## src/rtl/prince_ti_pkg.sv

```systemverilog
// Shared constants, FSM encoding and NPC legality helper for the
// nibble-serial PRINCE TI inverse linear layer.
package prince_ti_pkg;
  localparam int SHARES  = 4;
  localparam int STATE_W = 64;
  localparam int NIBBLES = 16;
  localparam int BUS_W   = SHARES * STATE_W;

  typedef enum logic [1:0] {
    IDLE = 2'd0,
    RUN  = 2'd1,
    DONE = 2'd2
  } state_e;

  function automatic bit npc_legal(input int npc);
    return (npc == 1) || (npc == 2) || (npc == 4) || (npc == 8) || (npc == 16);
  endfunction
endpackage

```

## src/rtl/abox_inv_serial_if.sv

```systemverilog
// Load/unload handshake bundle between a masked-state producer/consumer
// and abox_inv_serial.
interface abox_inv_serial_if;
  import prince_ti_pkg::*;

  logic             in_valid;
  logic             in_ready;
  logic [BUS_W-1:0] in_shares;
  logic             out_valid;
  logic             out_ready;
  logic [BUS_W-1:0] out_shares;
  logic             flush;
  logic             busy;

  modport slave (
    input  in_valid, in_shares, out_ready, flush,
    output in_ready, out_valid, out_shares, busy
  );

  modport master (
    output in_valid, in_shares, out_ready, flush,
    input  in_ready, out_valid, out_shares, busy
  );
endinterface

```

## src/rtl/abox_inv.sv

```systemverilog
// Combinational inverse of the 4-bit TI linear layer A, applied to one
// nibble of one share.
module abox_inv
  import prince_ti_pkg::*;
(
  input  logic [3:0] z,
  output logic [3:0] x
);
  always_comb begin
    x[0] = z[0] ^ z[1] ^ z[3];
    x[1] = z[0];
    x[2] = z[3];
    x[3] = z[2];
  end
endmodule

```

## src/rtl/abox_inv_serial.sv

```systemverilog
// Nibble-serial share-wise A^-1 over a 4-share 64-bit state; NPC nibbles of
// every share are rewritten in place per RUN cycle.
module abox_inv_serial
  import prince_ti_pkg::*;
#(
  parameter int NPC = 1
) (
  input  logic              clk,
  input  logic              rst_n,
  abox_inv_serial_if.slave  bus
);
  localparam int NSTEP   = NIBBLES / NPC;
  localparam int CW      = (NSTEP > 1) ? $clog2(NSTEP) : 1;
  localparam int CHUNK_W = 4 * NPC;

  localparam logic [1:0] ST_IDLE = IDLE;
  localparam logic [1:0] ST_RUN  = RUN;
  localparam logic [1:0] ST_DONE = DONE;

  if (!npc_legal(NPC)) begin : g_bad_npc
    $error("abox_inv_serial: NPC must divide 16 (1, 2, 4, 8 or 16)");
  end

  logic [1:0]       state_q, state_d;
  logic [CW-1:0]    cnt_q, cnt_d;
  logic [BUS_W-1:0] sreg_q, sreg_d;
  logic [BUS_W-1:0] xf;
  logic             last;

  logic [SHARES-1:0][CHUNK_W-1:0] chunk_z, chunk_x;

  // With NPC=16 the counter is a constant-zero bit and RUN is a single step.
  assign last = (cnt_q == CW'(NSTEP - 1));

  for (genvar s = 0; s < SHARES; s++) begin : g_share
    assign chunk_z[s] = sreg_q[s*STATE_W + int'(cnt_q)*CHUNK_W +: CHUNK_W];
    for (genvar j = 0; j < NPC; j++) begin : g_nib
      abox_inv u_abox_inv (
        .z (chunk_z[s][4*j +: 4]),
        .x (chunk_x[s][4*j +: 4])
      );
    end
  end

  always_comb begin
    xf = sreg_q;
    for (int s = 0; s < SHARES; s++) begin
      xf[s*STATE_W + int'(cnt_q)*CHUNK_W +: CHUNK_W] = chunk_x[s];
    end
  end

  always_comb begin
    state_d = state_q;
    cnt_d   = cnt_q;
    sreg_d  = sreg_q;
    if (bus.flush) begin
      state_d = ST_IDLE;
      cnt_d   = '0;
      sreg_d  = '0;
    end else begin
      case (state_q)
        ST_IDLE: begin
          if (bus.in_valid) begin
            sreg_d  = bus.in_shares;
            cnt_d   = '0;
            state_d = ST_RUN;
          end
        end
        ST_RUN: begin
          sreg_d = xf;
          if (last) state_d = ST_DONE;
          else      cnt_d   = cnt_q + 1'b1;
        end
        ST_DONE: begin
          if (bus.out_ready) state_d = ST_IDLE;
        end
        default: state_d = ST_IDLE;
      endcase
    end
  end

  always_ff @(posedge clk or negedge rst_n) begin
    if (!rst_n) begin
      state_q <= ST_IDLE;
      cnt_q   <= '0;
      sreg_q  <= '0;
    end else begin
      state_q <= state_d;
      cnt_q   <= cnt_d;
      sreg_q  <= sreg_d;
    end
  end

  // Outputs decode only registered state, so reset reaches them asynchronously.
  assign bus.in_ready   = (state_q == ST_IDLE);
  assign bus.out_valid  = (state_q == ST_DONE);
  assign bus.busy       = (state_q == ST_RUN);
  assign bus.out_shares = (state_q == ST_DONE) ? sreg_q : '0;
endmodule

```

## src/flat_wrapper.sv

```systemverilog
// flat-port wrapper written by rule: the top's interface ports become plain ports
module abox_inv_serial_flat import prince_ti_pkg::*;
#(
  parameter int NPC = 1
)
  (clk, rst_n, bus_in_valid, bus_in_shares, bus_out_ready, bus_flush, bus_in_ready, bus_out_valid, bus_out_shares, bus_busy);
  abox_inv_serial_if bus_i ();
  input  logic clk;
  input  logic rst_n;
  input wire logic [$bits(bus_i.in_valid)-1:0] bus_in_valid;
  input wire logic [$bits(bus_i.in_shares)-1:0] bus_in_shares;
  input wire logic [$bits(bus_i.out_ready)-1:0] bus_out_ready;
  input wire logic [$bits(bus_i.flush)-1:0] bus_flush;
  output wire logic [$bits(bus_i.in_ready)-1:0] bus_in_ready;
  output wire logic [$bits(bus_i.out_valid)-1:0] bus_out_valid;
  output wire logic [$bits(bus_i.out_shares)-1:0] bus_out_shares;
  output wire logic [$bits(bus_i.busy)-1:0] bus_busy;
  assign bus_i.in_valid = bus_in_valid;
  assign bus_i.in_shares = bus_in_shares;
  assign bus_i.out_ready = bus_out_ready;
  assign bus_i.flush = bus_flush;
  assign bus_in_ready = bus_i.in_ready;
  assign bus_out_valid = bus_i.out_valid;
  assign bus_out_shares = bus_i.out_shares;
  assign bus_busy = bus_i.busy;
  abox_inv_serial #(.NPC(NPC)) u_core (.clk(clk), .rst_n(rst_n), .bus(bus_i));
endmodule
```

## config.mk

```make
export PLATFORM = sky130hd
export DESIGN_NAME = abox_inv_serial_flat
export DESIGN_NICKNAME = d
export VERILOG_FILES = /design/src/rtl/prince_ti_pkg.sv /design/src/rtl/abox_inv_serial_if.sv /design/src/rtl/abox_inv.sv /design/src/rtl/abox_inv_serial.sv /design/src/flat_wrapper.sv
export SDC_FILE = /design/constraint.sdc
export NUM_CORES = 1
export LEC_CHECK = 0
export CAP_MARGIN = 10
export CORE_UTILIZATION = 30
export CTS_BUF_LIST = sky130_fd_sc_hd__clkbuf_4 sky130_fd_sc_hd__clkbuf_8 sky130_fd_sc_hd__clkbuf_16
export CTS_CLUSTER_SIZE = 40
export DETAILED_ROUTE_END_ITERATION = 8
export HOLD_SLACK_MARGIN = 0.12
export SYNTH_ARGS = -nofsm -noshare
export SYNTH_HDL_FRONTEND = slang
export SYNTH_SLANG_ARGS = --single-unit
```

## constraint.sdc

```tcl
create_clock -name clk -period 4.1 [get_ports clk]
set_clock_uncertainty 0.05 [all_clocks]
set_input_delay 0.41 -clock clk [delete_from_list [all_inputs] [get_ports clk]]
set_output_delay 0.41 -clock clk [all_outputs]
set_load 0.03 [all_outputs]
```

==> results.tsv <==
metric	value	unit
FF-to-FF Start	u_core.cnt_q[0]$_DFFE_PN0P_	
total wire length	114700	um
IO Port Bufs	519	
final estimated routing congestion in global placement	1.057	
Async S/R FF share, synth	100.0	%
Hold Buf Count CTS	1	
Setup Buffers After CTS	0	
# IOs	520	
reg2reg path depth	8	
initial core utilization	30.50	%
top post-synthesis cells by area	dfrtp_1 35%, and2_1 9.2%, mux4_2 7.7%	
fin area	27130	um^2
setup TNS	0	ns
Die ar.	64100	um^2
DR vias	22090	
Core ar.	62050	um^2
Synth cell types	80	
Worst EP arrival	4.26	ns
Hold Crit Class	input port to async pin	
routed length per instance	32.06	um
CP Capture Type	flop	
maximum fanout along the worst path	21	
remaining antenna violation count after routing	0	
Initial DRC Count	3238	
GR Util All Layers	34.91	%
Die H	253.2	um
period utilization	94.48	%
status	finished clean	
Least-Margin Pin Slew	1.119	ns
Cells after Synth	2161	
max-cap viol count	0	
min Tclk post-route	3.874	ns
number of synthesized register bits	262	
Crit Path Class	flop to flop	
syn avg cell area	8.758	um^2
clock slew at reported path FFs	0.07	ns
VDD IR max	0.2389	mV
critical path startpoint category	flop	
share of the synthesized area in the top cell type	34.64	%
Max-slew headroom	24.76	%
# setup viols final	0	
LEAKAGE	10.64	nW
cell accounting for the most synthesized area	dfrtp_1	
CTS Sinks	262	
post_cts resized	0	
ratio of cells with drive above 1 in the final layout	13.92	%
number of flops mapped to enable cells by yosys	0	
Area Growth Syn to Fin	43.35	%
Max Freq	0.2581	GHz
total CTS buffers	35	
syn_nets	2428	
TritonCTS clock tree	built	
clock buffer depth	3	
prevailing post-synth register cell	dfrtp_1	
first-pass GRT wire length	159700	um
Cell Area, Synth	18930	um^2
post-DP HPWL	87870	um
Reg2Reg Capture Point	u_core.sreg_q[62]$_DFFE_PN0P_	
non-filler instance count after layout	3578	
vias per cell	6.173	
DRT Pass-1 Iters	8	
flop2flop setup slack	0.23	ns
vias in the first global route	21430	
final hold vios	0	
Root Buffer	clkbuf_16	
Pwr Density	330.7	nW/um^2
Overflow after GRT	0	
DRC Markers	0	
Syn. warnings	0	
H-tree lvl count	2	
Clk Latency, worst-skew pair	0.56	ns
std cell rows	91	
WP data required	4.49	ns
sequential cell area fraction in the yosys report	34.64	%
RSZ-0062 raised after global routing	false	
Die W	253.2	um
placed instance area	25950	um^2
initial antenna violation count	3	
layout net count	2982	
largest net degree at the start of global routing	130	
Cells after DPL	3514	
fin. max-slew vios	0	
[through the flow]
step           setup slack [ns]  hold WS [ns]  utilization, %  power (W)
2_1_floorplan            0.6097       0.06441               -   0.004353
3_3_place_gp             0.3891        0.2189           41.83   0.005673
3_5_place_dp             0.3695        0.2149           41.83   0.005692
4_1_cts                  0.3310        0.2364           43.71   0.008869
5_1_grt                  0.2080        0.2731           43.71   0.009171
6_report                 0.2263        0.2388           43.72   0.008972
[cells by family (layout without fill, tap and decap cells)]
group	after synthesis	in the layout	synth area share [%]
compound gates	680	680	24.20
fa+ha+maj	6	6	0.3967
flops	262	262	34.64
xor+xnor	12	12	1.283
other cells	0	3	0
simple gates	856	856	22.58
mux	121	121	11.66
buf+inv	224	801	5.236
[sequential cells by signal, indices dropped and copies added, names as in the netlist]
name and flops:
u_core.sreg_q 256, u_core.state_q 2, u_core.cnt_q 4
[worst max-delay path: stages (launching register included)]
cell and delay [ns]:
dfrtp_4 0.77, inv_2 0.08, buf_4 0.24, ha_1 0.33, inv_1 0.39, nand2_1 0.53, nor2_1 0.69, a221oi_1 0.31
o31ai_1 0.33
[report_power, final]
group          leakage, nW  switching, W  internal (W)
clock                0.585       0.00129       0.00191
combinational         6.71       0.00151      0.000994
sequential            3.35      0.000391       0.00287
[layout by cell type (no fill, tap or decap), types with 15 or more instances in the layout]
| cell type | n |
|---|---|
| a21oi_1 | 160 |
| a221oi_1 | 49 |
| a22o_1 | 15 |
| a22oi_1 | 102 |
| a31oi_1 | 32 |
| a32oi_1 | 42 |
| and2_1 | 277 |
| buf_4 | 182 |
| clkbuf_16 | 37 |
| clkdlybuf4s50_1 | 518 |
| dfrtp_1 | 259 |
| inv_1 | 23 |
| mux2_2 | 29 |
| mux2i_1 | 17 |
| mux4_2 | 65 |
| nand2_1 | 191 |
| nand3_1 | 39 |
| nor2_1 | 237 |
| nor3_1 | 36 |
| o211ai_1 | 16 |
| o21ai_0 | 99 |
| o31ai_1 | 70 |
[synthesized netlist by cell type, drive strengths merged (9+ instances only)]
cell type	n
nor2	242
nand4	13
o22ai	13
dfrtp	262
nor3	38
a221oi	49
xnor3	10
nor4	9
o31ai	72
mux4	73
a21oi	160
a22o	15
or3	9
buf	51
clkbuf	147
a211oi	13
o211ai	16
nand3	39
o21ai	112
and2	279
nand2	191
a32oi	42
a31oi	33
mux2	29
a22oi	102
mux2i	19
inv	26
[how the worst max path moves through the flow]
stage                                           start                             end  cells past startpoint
after floorplan           u_core.cnt_q[0]$_DFFE_PN0P_  u_core.sreg_q[248]$_DFFE_PN0P_                     14
after global placement    u_core.cnt_q[0]$_DFFE_PN0P_   u_core.sreg_q[62]$_DFFE_PN0P_                      7
after detailed placement  u_core.cnt_q[0]$_DFFE_PN0P_  u_core.sreg_q[159]$_DFFE_PN0P_                      7
after CTS                 u_core.cnt_q[0]$_DFFE_PN0P_  u_core.sreg_q[159]$_DFFE_PN0P_                      7
after global routing      u_core.cnt_q[0]$_DFFE_PN0P_  u_core.sreg_q[159]$_DFFE_PN0P_                      7
final                     u_core.cnt_q[0]$_DFFE_PN0P_   u_core.sreg_q[62]$_DFFE_PN0P_                      8
[per-layer routing]
layer | GRT usage (%) | up-vias | routed length, um
li1 | - | 9129 | -
met1 | 46.59 | 11010 | 45920
met2 | 53.50 | 1625 | 51140
met3 | 8.213 | 319 | 11870
met4 | 15.62 | 6 | 5763
met5 | 0 | - | 34
[layout make-up]
cell class,instances,area (um^2)
sequential,262,6563
clock buffer,50,1055
fill,6076,34920
inverter,26,97.59
tap,837,1047
antenna,3,7.507
multi-input combinational,1675,11420
timing repair buffer,715,6837
clock inverter,10,102.6
No activity file was read; power rests on OpenSTA's default activity.
